File: config.mk
export PLATFORM = sky130hd
export DESIGN_NAME = modport_alu
export DESIGN_NICKNAME = d
export VERILOG_FILES = /design/src/rtl/alu_pkg.sv /design/src/rtl/modport_alu_mul.sv /design/src/rtl/modport_alu.sv
export SDC_FILE = /design/constraint.sdc
export NUM_CORES = 1
export LEC_CHECK = 0
export ABC_AREA = 1
export CORE_MARGIN = 3
export CORE_UTILIZATION = 60
export CTS_CLUSTER_SIZE = 24
export DETAILED_ROUTE_END_ITERATION = 16
export DONT_BUFFER_PORTS = 1
export HOLD_SLACK_MARGIN = 0.05
export MAX_ROUTING_LAYER = met4
export PLACE_DENSITY = 0.76
export SYNTH_ARGS = -nofsm -noshare
export SYNTH_HDL_FRONTEND = slang
export SYNTH_SLANG_ARGS = --single-unit
File: constraint.sdc
create_clock -name clk -period 5.5 [get_ports clk]
set_input_delay 1.1 -clock clk [delete_from_list [all_inputs] [get_ports clk]]
set_output_delay 1.1 -clock clk [all_outputs]
set_load 0.01 [all_outputs]
File: src/rtl/alu_pkg.sv
// Shared types and constants for the start/done ALU.
package alu_pkg;

    // Opcode encoding. 101-111 are reserved and behave like NOP.
    typedef enum logic [2:0] {
        NOP = 3'b000,
        ADD = 3'b001,
        AND = 3'b010,
        XOR = 3'b011,
        MUL = 3'b100
    } op_e;

    // Controller states: idle/accepting, or waiting on the multiplier pipe.
    typedef enum logic {
        S_IDLE = 1'b0,
        S_MUL  = 1'b1
    } state_e;

    localparam int MUL_LAT_DEFAULT = 3;

    // Result of every opcode that completes one cycle after accept.
    // NOP, MUL (never routed here) and reserved codes yield zero.
    function automatic logic [15:0] alu_single(input logic [7:0] a,
                                               input logic [7:0] b,
                                               input logic [2:0] op);
        logic [15:0] r;
        r = 16'h0000;
        case (op_e'(op))
            ADD:     r = {7'b0, {1'b0, a} + {1'b0, b}};
            AND:     r = {8'h00, a & b};
            XOR:     r = {8'h00, a ^ b};
            default: r = 16'h0000;
        endcase
        return r;
    endfunction

endpackage

File: src/rtl/modport_alu_mul.sv
// 8x8 unsigned multiplier, MUL_LAT-1 register stages in total:
// one operand-capture stage (loaded on ld) followed by MUL_LAT-2 product
// stages that advance on en. With MUL_LAT=2 the product is combinational
// from the captured operands.
module modport_alu_mul
    import alu_pkg::*;
#(
    parameter int MUL_LAT = MUL_LAT_DEFAULT
) (
    input  logic        clk,
    input  logic        reset_n,
    input  logic        ld,
    input  logic        en,
    input  logic [7:0]  a,
    input  logic [7:0]  b,
    output logic [15:0] product
);

    localparam int PSTG = MUL_LAT - 2;

    logic [7:0] a_q, b_q;

    // Operand capture; only touched on accept so later input changes are ignored.
    always_ff @(posedge clk or negedge reset_n) begin
        if (!reset_n) begin
            a_q <= 8'h00;
            b_q <= 8'h00;
        end else if (ld) begin
            a_q <= a;
            b_q <= b;
        end
    end

    generate
        if (PSTG == 0) begin : g_comb
            assign product = 16'(a_q) * 16'(b_q);
        end else begin : g_pipe
            logic [PSTG-1:0][15:0] pipe_q;

            // Product shift pipe, advanced only while the controller is in MUL.
            always_ff @(posedge clk or negedge reset_n) begin
                if (!reset_n) begin
                    pipe_q <= '0;
                end else if (en) begin
                    pipe_q[0] <= 16'(a_q) * 16'(b_q);
                    for (int i = 1; i < PSTG; i++) pipe_q[i] <= pipe_q[i-1];
                end
            end

            assign product = pipe_q[PSTG-1];
        end
    endgenerate

endmodule

File: src/rtl/modport_alu.sv
// 8-bit ALU with start/done handshake. Single-cycle ops finish one cycle
// after accept; multiply finishes MUL_LAT cycles after accept. An arm flag
// stops a start that is still held after done from re-triggering.
// MUL_LAT must be >= 2.
module modport_alu
    import alu_pkg::*;
#(
    parameter int MUL_LAT = MUL_LAT_DEFAULT
) (
    input  logic        clk,
    input  logic        reset_n,
    input  logic [7:0]  A,
    input  logic [7:0]  B,
    input  logic [2:0]  op,
    input  logic        start,
    output logic        done,
    output logic [15:0] result
);

    // Counter holds 0..MUL_LAT-2 while in MUL; last value ends the op.
    localparam int                CW       = (MUL_LAT > 2) ? $clog2(MUL_LAT - 1) : 1;
    localparam logic [CW-1:0]     CNT_LAST = CW'(MUL_LAT - 2);

    state_e        state_q, state_d;
    logic          armed_q;
    logic [CW-1:0] cnt_q;
    logic          accept;
    logic          is_mul;
    logic          mul_last;
    logic [15:0]   product;

    assign accept = (state_q == S_IDLE) && armed_q && start;
    assign is_mul = (op_e'(op) == MUL);

    modport_alu_mul #(.MUL_LAT(MUL_LAT)) u_mul (
        .clk     (clk),
        .reset_n (reset_n),
        .ld      (accept && is_mul),
        .en      (state_q == S_MUL),
        .a       (A),
        .b       (B),
        .product (product)
    );

    // State register.
    always_ff @(posedge clk or negedge reset_n) begin
        if (!reset_n) state_q <= S_IDLE;
        else          state_q <= state_d;
    end

    // Next state: leave IDLE only for multiply; leave MUL on the last count.
    always_comb begin
        state_d  = state_q;
        mul_last = 1'b0;
        case (state_q)
            S_IDLE: if (accept && is_mul) state_d = S_MUL;
            S_MUL: begin
                if (cnt_q == CNT_LAST) begin
                    state_d  = S_IDLE;
                    mul_last = 1'b1;
                end
            end
            default: state_d = S_IDLE;
        endcase
    end

    // Edge counter for the MUL wait; parked at zero outside MUL.
    always_ff @(posedge clk or negedge reset_n) begin
        if (!reset_n)               cnt_q <= '0;
        else if (state_q == S_IDLE) cnt_q <= '0;
        else                        cnt_q <= cnt_q + 1'b1;
    end

    // Arm flag: cleared on accept, set at any edge that sees start low.
    always_ff @(posedge clk or negedge reset_n) begin
        if (!reset_n)    armed_q <= 1'b1;
        else if (!start) armed_q <= 1'b1;
        else if (accept) armed_q <= 1'b0;
    end

    // Output registers: done is a one-cycle pulse; result only moves with it.
    always_ff @(posedge clk or negedge reset_n) begin
        if (!reset_n) begin
            done   <= 1'b0;
            result <= 16'h0000;
        end else begin
            done <= 1'b0;
            if (accept && !is_mul) begin
                done   <= 1'b1;
                result <= alu_single(A, B, op);
            end else if (mul_last) begin
                done   <= 1'b1;
                result <= product;
            end
        end
    end

endmodule

==> flow_summary.toml, run 1 <==
[status]
status = "completed"

[clock_network]
clk_latency_ns = 0.32
cts_root_buf = "clkbuf_8"
post_cts_resized = 0
clk_pin_slew_ns = 0.11
cts-buffers-inserted = 5
htreeDepth = 2
clock_path_buffers = 2
post-cts-setup-buffers = 0
cts_tree = "done"
clock-sinks = 52
postCtsHoldBufs = 0

[critical_path]
worst_setup_path_start_kind = "flip-flop"
crit_path_end_kind = "flip-flop"
required_ns = 5.68
cp_max_fo = 9
crit_type = "flip-flop to flip-flop"
cp.arrival_ns = 4.44

[floorplan]
die_x_um = 96.15
start_util_pct = 62.45
rows = 32
core-area_mm2 = 0.007807
dieArea_mm2 = 0.009244
io_pins = 39
fp.dieH_um = 96.15

[route]
vias = 3845
dr.pass1.iters = 5
initialDrtViolationCount = 276
ant_nets = 0
totalWireLength_mm = 10.50
route.detailed.drc = 0
avgViaCountPerCell = 5.415
wl_per_cell_um = 14.79

[grt]
grt_pass1_vias = 3838
grt_max_degree = 53
antenna_found_initial = 0
grt_first_pass_wirelength_mm = 18.22
grt_use_total_pct = 26.17
gr-total-overflow = 0

[synth]
synth-edff-count = 0
synthSimpleGateAreaFrac_pct = 19.40
ys_types = 32
synth-compound-area-share_pct = 8.109
synth-seq-cells = 52
syn_nets = 727
synth_ff_type = "dfrtp_1"
async_reset_ff_share_pct = 100.0
synth_area_mm2 = 0.004876
syn_avg_cell_area_um2 = 7.814
synth_cells = 624
yosys.area_share.adder_pct = 26.48
synth.area.mux_share_pct = 4.388
synthXorXnorAreaFrac_pct = 1.078
yosys_warnings = 0
synth_top_family_by_area = "adder cells"
ys_seq_area_share_pct = 26.71

[sta]
timing.fmax_ghz = 0.2345
worst_slew_pin_slew_ns = 0.8091
drv_slew = 0
timing.final.crit_period_ns = 4.264
fin_skew_ns = 0.01091
period_share_pct = 77.52
setup_tns_ns = 0
setup_viol = 0
holdWs_ns = 0.4600
grt_setup_unrepaired = "no"
hold_violations = 0
max-slew-margin-rel_pct = 46.06

[final_layout]
nFillCells = 673
final_net_count = 710
areaGrowthSynthToFinish_pct = 2.412
n_antenna_cell = 0
layout-drive-gt1-share_pct = 5.099
regArea_mm2 = 0.001303
multiInputGateArea_mm2 = 0.002899

[hold_path]
hold_class = "input port to async pin"

[placement]
hpwl_mm = 8.358
place.gp.congestion = 0.9074
portBuffers = 0

[run]
drv_cap = 0
[layer usage]
layer  global-route usage (%)  share of wire [%]
met5                        -                  0
met4                    7.583                1.9
met3                    5.004                7.0
met2                    41.23                 47
met1                    34.55                 44
[critical path, cell delays in order, from the launching register on]
cell and delay, ns:
dfrtp_1 0.57, nand2_1 0.13, fa_1 0.54, fa_1 0.51, inv_1 0.06, fa_1 0.54, inv_1 0.06, fa_1 0.53
inv_1 0.04, ha_1 0.35, a21oi_1 0.18, inv_1 0.08, o21ai_0 0.22, nand4_1 0.11, nand3_1 0.10, o21ai_0 0.10
[worst paths after layout]
kind	endpoint	from	depth (start not counted)	slack [ns]
max	u_mul.product[12]$_DFFE_PN0P_	u_mul.b_q[4]$_DFFE_PN0P_	15	1.24
min	u_mul.product[9]$_DFFE_PN0P_	reset_n	0	0.46
max reg2reg	u_mul.product[12]$_DFFE_PN0P_	u_mul.b_q[4]$_DFFE_PN0P_	15	1.24
min reg2reg	armed_q$_DFFE_PN1P_	armed_q$_DFFE_PN1P_	2	0.48
max in group asynchronous	armed_q$_DFFE_PN1P_	reset_n	0	4.86
min in group clk	armed_q$_DFFE_PN1P_	armed_q$_DFFE_PN1P_	2	0.48
[placed cells by master, fill, tap and decap left out]
cell type    n
dfrtp_1     51
a21o_1       2
nand3_1     33
a22oi_1      6
a31oi_1      4
a22o_1       1
xor2_1       1
a21oi_1     25
inv_8        1
nand2_1    146
or2_2        1
nor2_1      31
inv_2        1
nand4_4      1
o21bai_1     1
a32oi_1      3
nor2_4       1
nand3b_1     1
clkbuf_8     5
ha_1        44
dfstp_2      1
nor3_2       2
nand4_1      7
mux2_4       9
inv_1      150
o21ai_0     27
a21boi_1     1
mux2_2       7
inv_6        2
xnor2_1      5
fa_1        37
or2_1        1
[stage by stage]
step | utilization (%) | worst slack (ns) | instance area [µm²] | std cells
floorplan | - | 1.503 | 4876 | 624
global placement | 62.71 | 1.336 | 4896 | 702
detailed placement | 62.71 | 1.270 | 4896 | 702
CTS | 63.96 | 1.251 | 4994 | 710
global route | 63.96 | 0.8485 | 4994 | 710
finish | 63.96 | 1.236 | 4994 | 710
[flip-flops by register name, summed over array words and instances (netlist names)]
signal,flops
u_mul.a_q,8
u_mul.b_q,8
done,1
u_mul.product,16
armed_q,1
cnt_q,1
state_q,1
result,16
[cells in the mapped netlist (2+ instances only)]
master    count  area, µm²
mux2_2        7      78.83
buf_6         2      22.52
buf_2         2      10.01
a32oi_1       3      26.28
nand2_1     146      548.0
nand3_1      33      165.2
fa_1         37      740.7
xnor2_1       5      43.79
dfrtp_1      51       1276
clkbuf_1     20      75.07
o21ai_0      27      135.1
inv_1       150      563.0
a21oi_1      25      125.1
a22oi_1       6      45.04
ha_1         44      550.5
a21o_1        2      15.01
mux2_4        9      135.1
nor2_1       31      116.4
nor3_2        2      20.02
nand4_1       7      43.79
a31oi_1       4      25.02
[layout make-up]
type	count	area share, %
multi-input combinational	397	58.06
clock inverter	3	0.5763
clock buffer	5	1.378
sequential	52	26.08
tap	102	2.556
inverter	151	11.35
[kinds of logic (layout without fill, tap and decap cells)]
| group | after synthesis | count (layout) |
|---|---|---|
| muxes | 16 | 16 |
| AOI/OAI and AO/OA | 70 | 70 |
| xor gates and xnor gates | 6 | 6 |
| and+or+nand+nor | 224 | 224 |
| buffers and inverters | 175 | 159 |
| adders and majority gates | 81 | 81 |
| DFF | 52 | 52 |
Power of run 1 is left out: the tool's default activity adds up to more than one toggle a clock period on the data nets, which glitch-free logic cannot reach.
==> inputs of run 2 (changes only) <==
--- a/config.mk
+++ b/config.mk
@@ -7,13 +7,13 @@
 export LEC_CHECK = 0
 export ABC_AREA = 1
 export CORE_MARGIN = 3
-export CORE_UTILIZATION = 60
+export CORE_UTILIZATION = 59
 export CTS_CLUSTER_SIZE = 24
 export DETAILED_ROUTE_END_ITERATION = 16
 export DONT_BUFFER_PORTS = 1
 export HOLD_SLACK_MARGIN = 0.05
 export MAX_ROUTING_LAYER = met4
-export PLACE_DENSITY = 0.76
+export PLACE_DENSITY = 0.78
 export SYNTH_ARGS = -nofsm -noshare
 export SYNTH_HDL_FRONTEND = slang
 export SYNTH_SLANG_ARGS = --single-unit
==> constraint.sdc (replaced) <==
create_clock -name clk -period 3.63 [get_ports clk]
set_input_delay 0.726 -clock clk [delete_from_list [all_inputs] [get_ports clk]]
set_output_delay 0.726 -clock clk [all_outputs]
set_load 0.01 [all_outputs]
==> run 2 against run 1 <==
  * The flow now finishes with violations (setup timing)
  * Wire length is 11% higher
  * Maximum frequency is 10% higher
  * First-iteration DRC count is 35% lower
  * Final cell count is 6.6% higher
  * Clock-buffer cell count stayed put
  * Global-route usage is 0.55 points higher
  * Die area is 1.6% higher
  * Clock skew is 0.0050 ns higher
  * Non-clock buffer count is 47 higher
  * Cell area is 14% higher
  * Via count is 5.7% higher
  * Largest cell class unchanged
==> flow_summary.toml, run 2 (synthesis gave the netlist of run 1 again) <==
[status]
status = "finished with violations"
violations = "setup timing"

[grt]
grt_pass1_vias = 4292
grt_first_pass_wirelength_mm = 19.93
antenna_found_initial = 0
gr-total-overflow = 0
grt_max_degree = 53
grt_use_total_pct = 26.72

[floorplan]
start_util_pct = 61.82
die_x_um = 96.91
fp.dieH_um = 96.91
rows = 32
core-area_mm2 = 0.007888
io_pins = 39
dieArea_mm2 = 0.009392

[critical_path]
worstSetupStartpoint = "u_mul.b_q[3]$_DFFE_PN0P_"
worstReg2RegStart = "u_mul.b_q[3]$_DFFE_PN0P_"
endpoint = "u_mul.product[12]$_DFFE_PN0P_"
cp_max_fo = 7
path_cells = "buf_6 > nand2_2 > inv_2 > fa_1 > fa_2 > fa_1 > inv_1 > fa_1 > inv_2 > ha_4 > nand2_4 > nor2_4 > nand3_1 > nand3_1 > nand2_1 > nand3_1 > o21ai_0"
reg2regPathDepth = 17
slowest_stage = "fa_1"
slowest_delay_ns = 0.53
worst_setup_path_start_kind = "flip-flop"
ff2ff_setup_slack_ns = -0.24
cp.arrival_ns = 4.05
crit_path_end_kind = "flip-flop"
r2r-end = "u_mul.product[12]$_DFFE_PN0P_"
required_ns = 3.81
crit_type = "flip-flop to flip-flop"

[hold_path]
hold_class = "input port to async pin"

[sta]
finalWorstSetupSlack_ns = -0.2422
drv_slew = 0
setup_viol = 8
grt_setup_unrepaired = "yes"
timing.fmax_ghz = 0.2583
holdWs_ns = 0.07974
fin_skew_ns = 0.01589
timing.final.crit_period_ns = 3.872
period_share_pct = 106.7
hold_violations = 0
worst_slew_pin_slew_ns = 0.8315
max-slew-margin-rel_pct = 44.57

[final_layout]
layout-drive-gt1-share_pct = 22.75
utilization_pct = 72.05
final_common_cell = "inv_1"
regArea_mm2 = 0.001316
stdcell_count = 757
nFillCells = 604
n_antenna_cell = 0
final_net_count = 757
areaGrowthSynthToFinish_pct = 16.55
final_cell_mix = "137 x inv_1, 132 x nand2_1, 45 x buf_4"
multiInputGateArea_mm2 = 0.003194

[run]
drv_cap = 0

[clock_network]
cts_root_buf = "clkbuf_8"
cts_tree = "done"
htreeDepth = 2
postCtsHoldBufs = 0
clock-sinks = 52
clk_pin_slew_ns = 0.11
clk_latency_ns = 0.32
clock_path_buffers = 2
cts-buffers-inserted = 5

[placement]
place.gp.congestion = 0.9178
dp.cells = 740
place_ws_ns = -0.3304
hpwl_mm = 9.146
portBuffers = 0

[route]
avgViaCountPerCell = 5.367
totalWireLength_mm = 11.62
vias = 4063
wl_per_cell_um = 15.35
ant_nets = 0
initialDrtViolationCount = 180
dr.pass1.iters = 5
route.detailed.drc = 0
run 2: stage by stage:
stage	area, µm²	setup TNS, ns
3_3_place_gp	5296	-2.022
4_1_cts	5604	-1.207
3_5_place_dp	5296	-2.284
5_1_grt	5683	-2.926
6_report	5683	-1.428
2_1_floorplan	5052	0
run 2: metal layers:
metal | part of all wire [%] | global-route usage (%)
met1 | 43 | 33.15
met2 | 47 | 43.58
met3 | 5.9 | 4.542
met4 | 3.4 | 10.91
met5 | 0 | -
run 2: worst max-delay path: cells and delay by family (launching register included):
kind | cells | cell delay (ns)
AND/OR/NAND/NOR | 7 | 0.58
flip-flops | 1 | 0.48
adder cells (fa/ha/maj) | 5 | 2.28
AO/OA/AOI/OAI | 1 | 0.10
buffers and inverters | 4 | 0.28
run 2: worst min-delay path by stage:
stage / start / to / slack, ns / cells past startpoint
2_1_floorplan: reset_n / cnt_q$_DFF_PN0_ / 0.43 / 0
3_3_place_gp: reset_n / u_mul.product[13]$_DFFE_PN0P_ / 0.43 / 0
3_5_place_dp: reset_n / u_mul.product[13]$_DFFE_PN0P_ / 0.43 / 0
4_1_cts: reset_n / u_mul.product[13]$_DFFE_PN0P_ / 0.08 / 0
5_1_grt: reset_n / u_mul.product[13]$_DFFE_PN0P_ / 0.06 / 0
6_report: reset_n / u_mul.product[13]$_DFFE_PN0P_ / 0.08 / 0
run 2: timing repair:
action / CTS / global route
setup buffers: 6 / 3
setup endpoints to repair: 10 / 10
pin swaps: 11 / 13
resized for setup: 48 / 18
run 2: area by class of cell:
| type | count | share of cell area [%] |
|---|---|---|
| multi-input combinational | 397 | 56.21 |
| sequential | 52 | 23.16 |
| inverter | 151 | 10.02 |
| timing repair buffer | 47 | 6.341 |
| tap | 102 | 2.246 |
| clock buffer | 5 | 1.211 |
| clock inverter | 3 | 0.8146 |
Power of run 2 is left out for the same reason.
==> inputs of run 3 (changes only) <==
--- a/config.mk
+++ b/config.mk
@@ -6,7 +6,7 @@
 export NUM_CORES = 1
 export LEC_CHECK = 0
 export ABC_AREA = 1
-export CORE_MARGIN = 3
+export CORE_MARGIN = 2
 export CORE_UTILIZATION = 59
 export CTS_CLUSTER_SIZE = 24
 export DETAILED_ROUTE_END_ITERATION = 16
==> run 3 against run 2 <==
  * The flow still finishes with violations (setup timing)
  * Wire length up 3.3%
  * Critical endpoint is now u_mul.product[8]$_DFFE_PN0P_
  * Critical path type unchanged
  * Sequential share of layout area down 0.64 points
  * Sequential cell count unchanged
  * Clock-buffer cell count up 1
  * Maximum frequency up 0.21%
==> flow_summary.toml, run 3 (synthesis gave the netlist of run 1 again) <==
[floorplan]
rows = 33
die_x_um = 94.91
dieArea_mm2 = 0.009008
io_pins = 39
start_util_pct = 60.25
core-area_mm2 = 0.008093
fp.dieH_um = 94.91

[sta]
max-slew-margin-rel_pct = 45.07
drv_slew = 0
timing.fmax_ghz = 0.2588
timing.final.crit_period_ns = 3.864
grt_setup_unrepaired = "yes"
period_share_pct = 106.4
hold_violations = 0
finalWorstSetupSlack_ns = -0.2340
worst_slew_pin_slew_ns = 0.8239
setup_tns_ns = -1.733
fin_skew_ns = 0.01238
setup_viol = 9

[critical_path]
crit_type = "flip-flop to flip-flop"
worst_setup_path_start_kind = "flip-flop"
cp_max_fo = 5
ff2ff_setup_slack_ns = -0.23
path_cells = "buf_4 > nand2_1 > fa_1 > fa_1 > inv_1 > fa_1 > inv_1 > fa_1 > inv_2 > ha_4 > a21oi_4 > inv_2 > a31oi_2 > xor2_1 > o21ai_1"
cpMostUsedCell = "fa_1"
required_ns = 3.82
crit_path_end_kind = "flip-flop"
cp.arrival_ns = 4.05
slowest_delay_ns = 0.52
slowest_stage = "fa_1"

[run]
drv_cap = 0

[placement]
place_ws_ns = -0.3641
post_dp_cell_area_mm2 = 0.005300
place.gp.congestion = 0.9470
portBuffers = 0
hpwl_mm = 8.970
dp.cells = 743

[clock_network]
cts_tree = "done"
cts_root_buf = "clkbuf_8"
clk_pin_slew_ns = 0.10
clock_path_buffers = 2
clk_latency_ns = 0.32
clock-sinks = 52
cts-buffers-inserted = 5
postCtsHoldBufs = 0
htreeDepth = 2

[grt]
grt_pass1_vias = 4207
grt_use_total_pct = 28.74
grt_first_pass_wirelength_mm = 19.42
gr-total-overflow = 0
grt_max_degree = 53
antenna_found_initial = 0

[status]
violations = "setup timing"
status = "finished with violations"

[route]
initialDrtViolationCount = 283
ant_nets = 0
dr.pass1.iters = 5
avgViaCountPerCell = 5.345
wl_per_cell_um = 15.63
totalWireLength_mm = 12.00
route.detailed.drc = 0
vias = 4105

[final_layout]
layout-drive-gt1-share_pct = 25.64
n_antenna_cell = 0
areaGrowthSynthToFinish_pct = 19.73
fin_area_mm2 = 0.005838
stdcell_count = 768
final_cell_mix = "135 x inv_1, 129 x nand2_1, 48 x buf_4"
final_net_count = 765
final_common_cell = "inv_1"

[hold_path]
hold_class = "input port to async pin"
==> run 3: worst max-delay path: cells and delay by family, from the launching register on <==
kind	cells	cell delay, ns
AND/OR/NAND/NOR	1	0.07
flip-flops	1	0.44
AO/OA/AOI/OAI	3	0.41
XOR/XNOR	1	0.19
buffers and inverters	5	0.37
adder cells (fa/ha/maj)	5	2.23
==> run 3: timing repair <==
action                                  in CTS  in global routing
gates resized for setup                     35                 56
pin swaps                                   18                 42
endpoints found under the setup margin      10                 10
buffers inserted                             9                  8
==> run 3: per-layer routing <==
layer | part of all wire, % | GRT usage (%)
met1 | 42 | 36.83
met2 | 50 | 47.34
met3 | 5.4 | 4.150
met4 | 2.3 | 9.058
met5 | 0 | -
==> run 3: worst paths after layout <==
check	start	endpoint	depth (start not counted)
setup reg to reg	u_mul.a_q[3]$_DFFE_PN0P_	u_mul.product[8]$_DFFE_PN0P_	15
max in group asynchronous	reset_n	armed_q$_DFFE_PN1P_	0
setup / recovery	u_mul.a_q[3]$_DFFE_PN0P_	u_mul.product[8]$_DFFE_PN0P_	15
hold / removal	reset_n	u_mul.product[12]$_DFFE_PN0P_	0
min in group clk	start	armed_q$_DFFE_PN1P_	1
hold reg to reg	armed_q$_DFFE_PN1P_	armed_q$_DFFE_PN1P_	2
==> run 3: cell type report <==
| cell class | instances | area, µm² |
|---|---|---|
| flip-flops and latches | 52 | 1315 |
| fillers | 617 | 2255 |
| inverters | 151 | 566.8 |
| repair buffers | 55 | 439.2 |
| multi-input cells | 397 | 3293 |
| well taps | 105 | 131.4 |
| clock inverters | 2 | 10.01 |
| clock buffers | 6 | 82.58 |
==> run 3: per-stage QoR <==
step           hold slack (ns)  utilization [%]
6_report               0.08978            72.14
5_1_grt                0.08363            72.14
4_1_cts                0.08280            68.89
3_5_place_dp            0.4322            65.49
3_3_place_gp            0.4325            65.49
2_1_floorplan           0.4304                -
Power of run 3 is left out for the same reason.
